File: config.mk
export PLATFORM = sky130hd
export DESIGN_NAME = serial_pattern_tx
export DESIGN_NICKNAME = d
export VERILOG_FILES = /design/src/rtl/serial_pattern_tx_pkg.sv /design/src/rtl/serial_pattern_tx_bit_timer.sv /design/src/rtl/serial_pattern_tx.sv
export SDC_FILE = /design/constraint.sdc
export NUM_CORES = 1
export LEC_CHECK = 0
export ABC_AREA = 1
export CORE_ASPECT_RATIO = 0.5
export CORE_MARGIN = 2
export CORE_UTILIZATION = 50
export CTS_CLUSTER_SIZE = 28
export DETAILED_ROUTE_END_ITERATION = 16
export PLACE_DENSITY = 0.77
export SLEW_MARGIN = 15
export SYNTH_ARGS = -nofsm -noshare
export SYNTH_HDL_FRONTEND = slang
export SYNTH_SLANG_ARGS = --single-unit
File: constraint.sdc
create_clock -name clk -period 2.1 [get_ports clk]
set_input_delay 0.42 -clock clk [delete_from_list [all_inputs] [get_ports clk]]
set_output_delay 0.42 -clock clk [all_outputs]
set_load 0.005 [all_outputs]
File: src/rtl/serial_pattern_tx_pkg.sv
// Shared types and default sizing for the serial pattern transmitter.
package serial_pattern_pkg;

    localparam int MAX_LEN = 16;
    localparam int LEN_W   = 5;
    localparam int DIV_W   = 8;
    localparam int RPT_W   = 4;

    typedef enum logic [1:0] {IDLE, SHIFT, PAR, DONE} state_t;

endpackage

File: src/rtl/serial_pattern_tx_bit_timer.sv
// Loadable bit-period down-counter: bit_start marks a bit's first clock,
// bit_end marks its last (each bit lasts period+1 clocks).
module bit_timer #(
    parameter int DIV_W = serial_pattern_pkg::DIV_W
) (
    input  logic             clk,
    input  logic             reset,
    input  logic             load,
    input  logic [DIV_W-1:0] period,
    output logic             bit_start,
    output logic             bit_end
);

    logic [DIV_W-1:0] cnt;
    logic             first;

    always_ff @(posedge clk) begin
        if (reset) begin
            cnt   <= '0;
            first <= 1'b0;
        end else if (load) begin
            cnt   <= period;
            first <= 1'b1;
        end else begin
            first <= 1'b0;
            if (cnt != '0)
                cnt <= cnt - 1'b1;
        end
    end

    assign bit_start = first;
    assign bit_end   = (cnt == '0);

endmodule

File: src/rtl/serial_pattern_tx.sv
// Serial bit-pattern generator, MSB of the active field first, with repeat passes.
// Define SERIAL_PATTERN_TX_PARITY_EN to append an even-parity bit to every pass.
module serial_pattern_tx #(
    parameter int MAX_LEN = serial_pattern_pkg::MAX_LEN,
    parameter int LEN_W   = serial_pattern_pkg::LEN_W,
    parameter int DIV_W   = serial_pattern_pkg::DIV_W,
    parameter int RPT_W   = serial_pattern_pkg::RPT_W
) (
    input  logic               clk,
    input  logic               reset,
    input  logic               start,
    input  logic [MAX_LEN-1:0] pattern,
    input  logic [LEN_W-1:0]   len,
    input  logic [DIV_W-1:0]   div,
    input  logic [RPT_W-1:0]   rpt,
    input  logic               idle_level,
    output logic               ready,
    output logic               x_out,
    output logic               x_valid,
    output logic [LEN_W-1:0]   bit_idx,
    output logic               done
);

    import serial_pattern_pkg::*;

    localparam int IDX_W = $clog2(MAX_LEN);

    state_t state, next_state;

    logic [MAX_LEN-1:0] pat_l;
    logic [LEN_W-1:0]   len_l;
    logic [DIV_W-1:0]   div_l;
    logic [RPT_W-1:0]   rpt_l;
    logic [RPT_W-1:0]   pass_cnt;
    logic [LEN_W-1:0]   eff_len;
    logic [IDX_W-1:0]   acc_idx, nxt_idx, rel_idx;
    logic [DIV_W-1:0]   period;
    logic               bit_start, bit_end, last_bit, more_passes, timer_load;
`ifdef SERIAL_PATTERN_TX_PARITY_EN
    logic [MAX_LEN-1:0] field_mask;
    logic               par_l;
`endif

    always_comb begin
        eff_len = (len > LEN_W'(MAX_LEN)) ? LEN_W'(MAX_LEN) : len;
        acc_idx = IDX_W'(eff_len - 1'b1);
        nxt_idx = IDX_W'(bit_idx - 1'b1);
        rel_idx = IDX_W'(len_l - 1'b1);
    end

`ifdef SERIAL_PATTERN_TX_PARITY_EN
    always_comb field_mask = {MAX_LEN{1'b1}} >> (LEN_W'(MAX_LEN) - eff_len);
`endif

    assign last_bit    = bit_end && (bit_idx == '0);
    assign more_passes = (pass_cnt < rpt_l);
    // The accept edge still sees the raw div input; later bits use the latched copy.
    assign period      = (state == IDLE) ? div : div_l;
    assign timer_load  = ((next_state == SHIFT) || (next_state == PAR)) &&
                         ((state == IDLE) || bit_end);

    bit_timer #(.DIV_W(DIV_W)) u_bit_timer (
        .clk       (clk),
        .reset     (reset),
        .load      (timer_load),
        .period    (period),
        .bit_start (bit_start),
        .bit_end   (bit_end)
    );

    always_ff @(posedge clk) begin
        if (reset)
            state <= IDLE;
        else
            state <= next_state;
    end

    always_comb begin
        next_state = state;
        case (state)
            IDLE:  if (start) next_state = (eff_len == '0) ? DONE : SHIFT;
`ifdef SERIAL_PATTERN_TX_PARITY_EN
            SHIFT: if (last_bit) next_state = PAR;
            PAR:   if (bit_end) next_state = more_passes ? SHIFT : DONE;
`else
            SHIFT: if (last_bit) next_state = more_passes ? SHIFT : DONE;
`endif
            DONE:  next_state = IDLE;
            default: next_state = IDLE;
        endcase
    end

    always_comb begin
        ready   = (state == IDLE);
        done    = (state == DONE);
        x_valid = bit_start;
    end

    always_ff @(posedge clk) begin
        if (reset) begin
            x_out    <= 1'b0;
            bit_idx  <= '0;
            pass_cnt <= '0;
            pat_l    <= '0;
            len_l    <= '0;
            div_l    <= '0;
            rpt_l    <= '0;
`ifdef SERIAL_PATTERN_TX_PARITY_EN
            par_l    <= 1'b0;
`endif
        end else begin
            case (state)
                IDLE: begin
                    x_out <= idle_level;
                    if (start) begin
                        pat_l    <= pattern;
                        len_l    <= eff_len;
                        div_l    <= div;
                        rpt_l    <= rpt;
                        pass_cnt <= '0;
`ifdef SERIAL_PATTERN_TX_PARITY_EN
                        par_l    <= ^(pattern & field_mask);
`endif
                        if (eff_len != '0) begin
                            bit_idx <= eff_len - 1'b1;
                            x_out   <= pattern[acc_idx];
                        end else begin
                            bit_idx <= '0;
                        end
                    end
                end
                SHIFT: if (bit_end) begin
                    if (bit_idx != '0) begin
                        bit_idx <= bit_idx - 1'b1;
                        x_out   <= pat_l[nxt_idx];
                    end
`ifdef SERIAL_PATTERN_TX_PARITY_EN
                    else x_out <= par_l;
`else
                    else if (more_passes) begin
                        pass_cnt <= pass_cnt + 1'b1;
                        bit_idx  <= len_l - 1'b1;
                        x_out    <= pat_l[rel_idx];
                    end else begin
                        x_out <= idle_level;
                    end
`endif
                end
`ifdef SERIAL_PATTERN_TX_PARITY_EN
                PAR: if (bit_end) begin
                    if (more_passes) begin
                        pass_cnt <= pass_cnt + 1'b1;
                        bit_idx  <= len_l - 1'b1;
                        x_out    <= pat_l[rel_idx];
                    end else begin
                        x_out <= idle_level;
                    end
                end
`endif
                default: x_out <= idle_level;
            endcase
        end
    end

endmodule

# Word level (Yosys, flattened, before mapping)
# Index checks and enable logic that the tools add are counted.
# word_totals
regBits,54
out_inout_bits,9
in_bits,37
# op_classes
magnitude_cmp,5
n_addsub,5
reduce_logical,16
muxes,33
n_eq_ne,9
# ops
op,n
5-bit 2-to-1 mux,6
8-bit 2-to-1 mux,3
4-bit 2-to-1 mux,4
"4-bit by 5-bit < comparator with 1-bit output, second input constant",3
"5-bit by 1-bit subtractor with 5-bit output, second input constant",3
1-bit binary-select mux with 4-bit select,3
5-bit zero test,2
5-bit case mux with 2 select lines,1
5-bit nonzero test,2
1-bit 2-to-1 mux,9
8-bit zero test,1
2-bit 2-to-1 mux,4
"2-bit inequality test, second input constant",4
4-bit case mux with 2 select lines,1
8-bit nonzero test,1
"8-bit by 1-bit subtractor with 8-bit output, second input constant",1
"5-bit greater-than comparator, second input constant",1
5-bit AND reduction,1
"4-bit by 1-bit adder with 4-bit output, second input constant",1
"2-bit by 1-bit == test with 1-bit output, second input constant",2
"2-bit == test, second input constant",2
4-bit < comparator,1
2-bit case mux with 2 select lines,1
4-bit AND reduction,1
other kinds (7),10

# Depth between registers and ports, before layout
# logic_depth
depth_word,10
ltp_mapped,18

# By module
# A second synthesis with hierarchy kept.
# unflattened
hier_cells,490
area_unflattened_um2,3243.1
# by_module_without_submodules
mod,n_inst,seq_area_each_um2,area_per_inst_um2,cells_each
serial_pattern_tx,1,900.9,2693.8,407
bit_timer,1,180.2,549.3,83

# Worst setup path after synthesis
# Ideal clock, no wire load.
# synth_timing
kind,input to register
startpoint,in len[0]
endpoint,reg u_bit_timer.cnt[2]
t_arrival_ps,1925
path_buffers,3
stages,16
slack_ps,45
path_cell_list,buf_4 > nor2_2 > nand2_2 > nand2_4 > nand2_2 > buf_6 > ha_1 > nand3_1 > inv_1 > nand2_1 > nand2_1 > inv_2 > nand2_4 > buf_6 > o21ai_1 > nor2_1
# synth_via
elab_chain_len,10
elab_cells_between_ends,12
# synth_lines
item,line,source
start: declaration,serial_pattern_tx.sv:13,"input logic [LEN_W-1:0] len,"
5-bit greater-than comparator,serial_pattern_tx.sv:45,eff_len = (len > LEN_W'(MAX_LEN)) ? LEN_W'(MAX_LEN) : len;
5-bit 2-to-1 mux (*),serial_pattern_tx.sv:45,
5-bit zero test (*),serial_pattern_tx.sv:81,IDLE: if (start) next_state = (eff_len == '0) ? DONE : SHIFT;
2-bit 2-to-1 mux (*) (2 in series),serial_pattern_tx.sv:81,
2-bit case mux with 2 select lines (*),serial_pattern_tx.sv:80,case (state)
2-bit by 1-bit == test with 1-bit output or 2-bit == test (tied branches),serial_pattern_tx.sv:59,assign timer_load = ((next_state == SHIFT) || (next_state == PAR)) &&
1-bit logical OR (*),serial_pattern_tx.sv:59,
1-bit logical AND (*),serial_pattern_tx.sv:59,
8-bit 2-to-1 mux or 2-bit nonzero test (tied branches),n/a,
end signal: assignment,serial_pattern_tx_bit_timer.sv:22,cnt <= period;
end signal: assignment,serial_pattern_tx_bit_timer.sv:27,cnt <= cnt - 1'b1;
end: declaration,serial_pattern_tx_bit_timer.sv:14,logic [DIV_W-1:0] cnt;
# Every way passes the cells marked *; elsewhere a longest branch is shown, timed or not.
# A chain may end at the register's enable or synchronous reset.

# Final worst setup path
# layout_timing
startpoint,reg state[1]
endpoint,out done
# layout_via
elab_chain_len,1
# layout_lines
item,line,source
start: declaration,serial_pattern_tx.sv:28,"state_t state, next_state;"
start signal: assignment,serial_pattern_tx.sv:75,state <= next_state;
2-bit == test,serial_pattern_tx.sv:95,done = (state == DONE);
end: declaration,serial_pattern_tx.sv:21,output logic done
# Every way passes these cells.

==> reports/summary.json <==
{
  "share_clk_of_total_power_pct": 24.2,
  "count_of_final_setup_violators": 0,
  "antenna_found_initial": 0,
  "dr.first_iter.drc_count": 231,
  "filler_cells_inserted": 568,
  "p_sw_mw": 1.28,
  "multi_input_comb_area_sq_um": 1800,
  "die-width_microns": 118,
  "cp-startpoint": "state[1]$_SDFF_PP0_",
  "power_leakage_nw": 1.86,
  "cts-buffers-inserted": 5,
  "dpl-instance-area_sq_um": 3920,
  "p_sw_share_pct": 36.9,
  "drive_gt1_share_pct": 12.8,
  "synth_top_family_by_area": "simple AND/OR/NAND/NOR gates",
  "setup.worst_path.class": "reg2out",
  "gp_routability_congestion": 0.873,
  "timing.hold.worst.class": "reg2reg",
  "layout-area-overhead-vs-synth_pct": 26.6,
  "core_area_sq_um": 6160,
  "worstSkewPairLatency_ps": 290,
  "htree_num_levels": 2,
  "final.min_clock_period_ps": 1910,
  "final-instance-count-excl-fill": 625,
  "synth_seq_area_share_pct": 33.4,
  "wirelength_mm": 8.49,
  "worst_ep_required_time_ps": 1680,
  "hold_depth": 2,
  "std_cell_rows": 20,
  "synth.yosys.warnings": 0,
  "first_global_vias": 3056,
  "finalClockSkew_ps": 4.54,
  "grt_start_max_net_pins": 22,
  "finalWorstSetupSlack_ps": 190,
  "rr_worst_depth": 11,
  "seq_area_sq_um": 1080,
  "slew_violations": 0,
  "synthesis.area_sq_um": 3240,
  "syn_area_per_cell_sq_um": 6.84,
  "report.final.hold_viol_count": 0,
  "ctsLongestPathBuffers": 2,
  "die_outline_area_sq_um": 7170,
  "dpl.cell_count": 616,
  "mux_cell_area_share_after_synthesis_pct": 0,
  "initial_utilization_pct": 52.6,
  "chipHeight_microns": 60.9,
  "timing.final.crit_share_pct": 91.0,
  "post_drt_wl_per_cell_microns": 13.6,
  "rsz0062_at_grt": "no",
  "r2r_setup_slack_ps": 230,
  "final_util_pct": 66.5,
  "port_buffers": 45,
  "fmaxAchievable_mhz": 524,
  "synth_fp_nets": 520,
  "cts-hold-fix-buffers": 0,
  "reg2reg_to": "x_out$_SDFFE_PP0N_",
  "cells_after_synthesis": 473,
  "maximum_fanout_encountered_on_the_critical_timing_path": 4,
  "maxCapViolCount": 0,
  "p_int_mw": 2.18,
  "num_vias": 3278,
  "grt_pass1_wl_mm": 14.3,
  "avgViaCountPerCell": 5.24,
  "synth-xor-area-share_pct": 4.06,
  "global_route.overflow_total": 0,
  "regToRegStartpoint": "len_l[0]$_SDFFE_PP0P_",
  "ios": 46,
  "timing.hold.worst_endpoint": "div_l[3]$_SDFFE_PP0P_",
  "nNetsFinal": 583,
  "clock_tree.root_cell": "clkbuf_16",
  "pre_cts_slack_ps": -305,
  "most-common-layout-cells": "79 x nand3_1, 69 x nand2_1, 65 x inv_1, 54 x o21ai_0, 54 x dfxtp_1",
  "leading_cell_type_in_the_layout_fill_and_taps_excluded": "nand3_1",
  "hpwl_mm": 6.16,
  "power_density_nw_per_um2": 844,
  "p_comb_share_pct": 39.5,
  "arrival_ps": 1490,
  "route.detailed.drc": 0,
  "synth_compound_gate_area_share_pct": 17.2,
  "yosys_register_bits": 54,
  "grt_util_all_layers_pct": 25.1,
  "synth_cell_type_count": 37,
  "status": "complete, no violations",
  "start_kind": "register",
  "drt_first_pass_iters": 5,
  "worst_slew_margin_rel_pct": 75.2,
  "ant_cells": 0,
  "vdd_ir_max_uv": 411,
  "synth-simple-area-share_pct": 30.1,
  "ant_nets": 0,
  "post_synth_fa_ha_maj_area_fraction_pct": 3.87,
  "cp-end-kind": "output pin",
  "tritoncts_clock_tree": "done",
  "slew_at_the_pin_closest_to_its_max_slew_limit_ps": 372,
  "post-route-cell-area_sq_um": 4100,
  "worst_hold_startpoint": "div_l[3]$_SDFFE_PP0P_",
  "tritoncts_num_sinks": 54,
  "cts.reportedPaths.clkPinSlew_ps": 70,
  "seq_power_share_pct": 36.3
}
[routing by layer]
layer  GRT usage [%]  wire length [microns]  up-vias
li1                -                      -     1684
met1            32.9                   3990     1465
met2            43.0                   3720      116
met3            4.61                    607       13
met4            9.12                    164        0
met5               0                      0        -
[worst max-delay path, stage by stage (launching register included)]
cell and delay [ps]:
dfxtp_1 510, nand2_1 140, inv_1 70, clkdlybuf4s50_1 480
[timing repair]
| action | 4_1_cts | 5_1_grt |
|---|---|---|
| pin swaps | 0 | 3 |
| setup endpoints to repair | 1 | 9 |
| buffers inserted | 0 | 1 |
| hold endpoints to repair | 0 | 0 |
| resized for setup | 1 | 9 |
[sequential cells by signal (all words and copies together), names as in the netlist]
| signal | count |
|---|---|
| bit_idx | 5 |
| div_l | 8 |
| len_l | 5 |
| pass_cnt | 4 |
| pat_l | 16 |
| rpt_l | 4 |
| state | 2 |
| u_bit_timer.bit_start | 1 |
| u_bit_timer.cnt | 8 |
| x_out | 1 |
[worst max-delay path by stage]
stage,to,slack (ps),cells past startpoint
final,done,190,3
after global routing,x_out$_SDFFE_PP0N_,30,11
after detailed placement,x_out$_SDFFE_PP0N_,-310,16
after global placement,x_out$_SDFFE_PP0N_,-210,16
after CTS,x_out$_SDFFE_PP0N_,20,16
after floorplan,u_bit_timer.cnt[2]$_SDFFE_PP0P_,40,16
[synth_stat cells]
cell | count | area share [%]
nor3_1 | 3 | 0.46
o22ai_1 | 12 | 2.3
xor2_1 | 9 | 2.4
a211oi_2 | 1 | 0.39
clkbuf_1 | 10 | 1.2
a21oi_2 | 1 | 0.27
xnor2_1 | 6 | 1.6
dfxtp_1 | 54 | 33
nor2_4 | 5 | 1.7
o31ai_1 | 1 | 0.23
o21ai_0 | 54 | 8.4
nor2_2 | 1 | 0.19
o211ai_1 | 1 | 0.23
nand3_1 | 80 | 12
buf_1 | 1 | 0.12
nand2_2 | 3 | 0.58
nor2_8 | 1 | 0.62
nor3b_1 | 1 | 0.23
a21o_1 | 2 | 0.46
buf_2 | 4 | 0.62
nand3b_1 | 1 | 0.23
o211a_1 | 1 | 0.31
inv_1 | 65 | 7.5
a21oi_1 | 17 | 2.6
inv_2 | 9 | 1.0
nand2_4 | 2 | 0.70
nor2_1 | 33 | 3.8
nor3b_2 | 1 | 0.39
o21ai_1 | 5 | 0.77
and2_1 | 1 | 0.19
nand2_1 | 71 | 8.2
o31ai_4 | 1 | 0.66
nor3_2 | 1 | 0.31
buf_6 | 2 | 0.70
o21ai_2 | 2 | 0.54
ha_1 | 10 | 3.9
buf_4 | 1 | 0.23
[cell families (layout without fill, tap and decap cells)]
group | count (synthesis) | count (layout)
AOI/OAI and AO/OA | 98 | 98
xor gates and xnor gates | 15 | 15
adders and majority gates | 10 | 10
buffers and inverters | 92 | 156
DFF | 54 | 54
and+or+nand+nor | 204 | 204
[final cells by class]
| type | count | area share (%) |
|---|---|---|
| Multi-Input combinational cell | 327 | 44.0 |
| Inverter | 74 | 6.78 |
| Clock buffer | 6 | 3.15 |
| Tap cell | 88 | 2.69 |
| Timing Repair Buffer | 74 | 16.6 |
| Clock inverter | 2 | 0.397 |
| Sequential cell | 54 | 26.4 |
[per-stage QoR]
stage | total power [mW] | hold WS [ps] | setup TNS, ps
2_1_floorplan | 2.21 | 444 | 0
3_3_place_gp | 2.58 | 457 | -1750
3_5_place_dp | 2.60 | 461 | -2660
4_1_cts | 3.44 | 474 | 0
5_1_grt | 3.69 | 505 | 0
6_report | 3.46 | 471 | 0
[power by group through the flow]
stage | Sequential [mW] | Clock [mW] | Combinational, mW
3_5_place_dp | 1.28 | 0 | 1.32
3_3_place_gp | 1.28 | 0 | 1.31
6_report | 1.26 | 0.836 | 1.37
2_1_floorplan | 1.26 | 0 | 0.947
5_1_grt | 1.27 | 0.894 | 1.53
4_1_cts | 1.26 | 0.845 | 1.34
No activity file was read; power rests on OpenSTA's default activity.
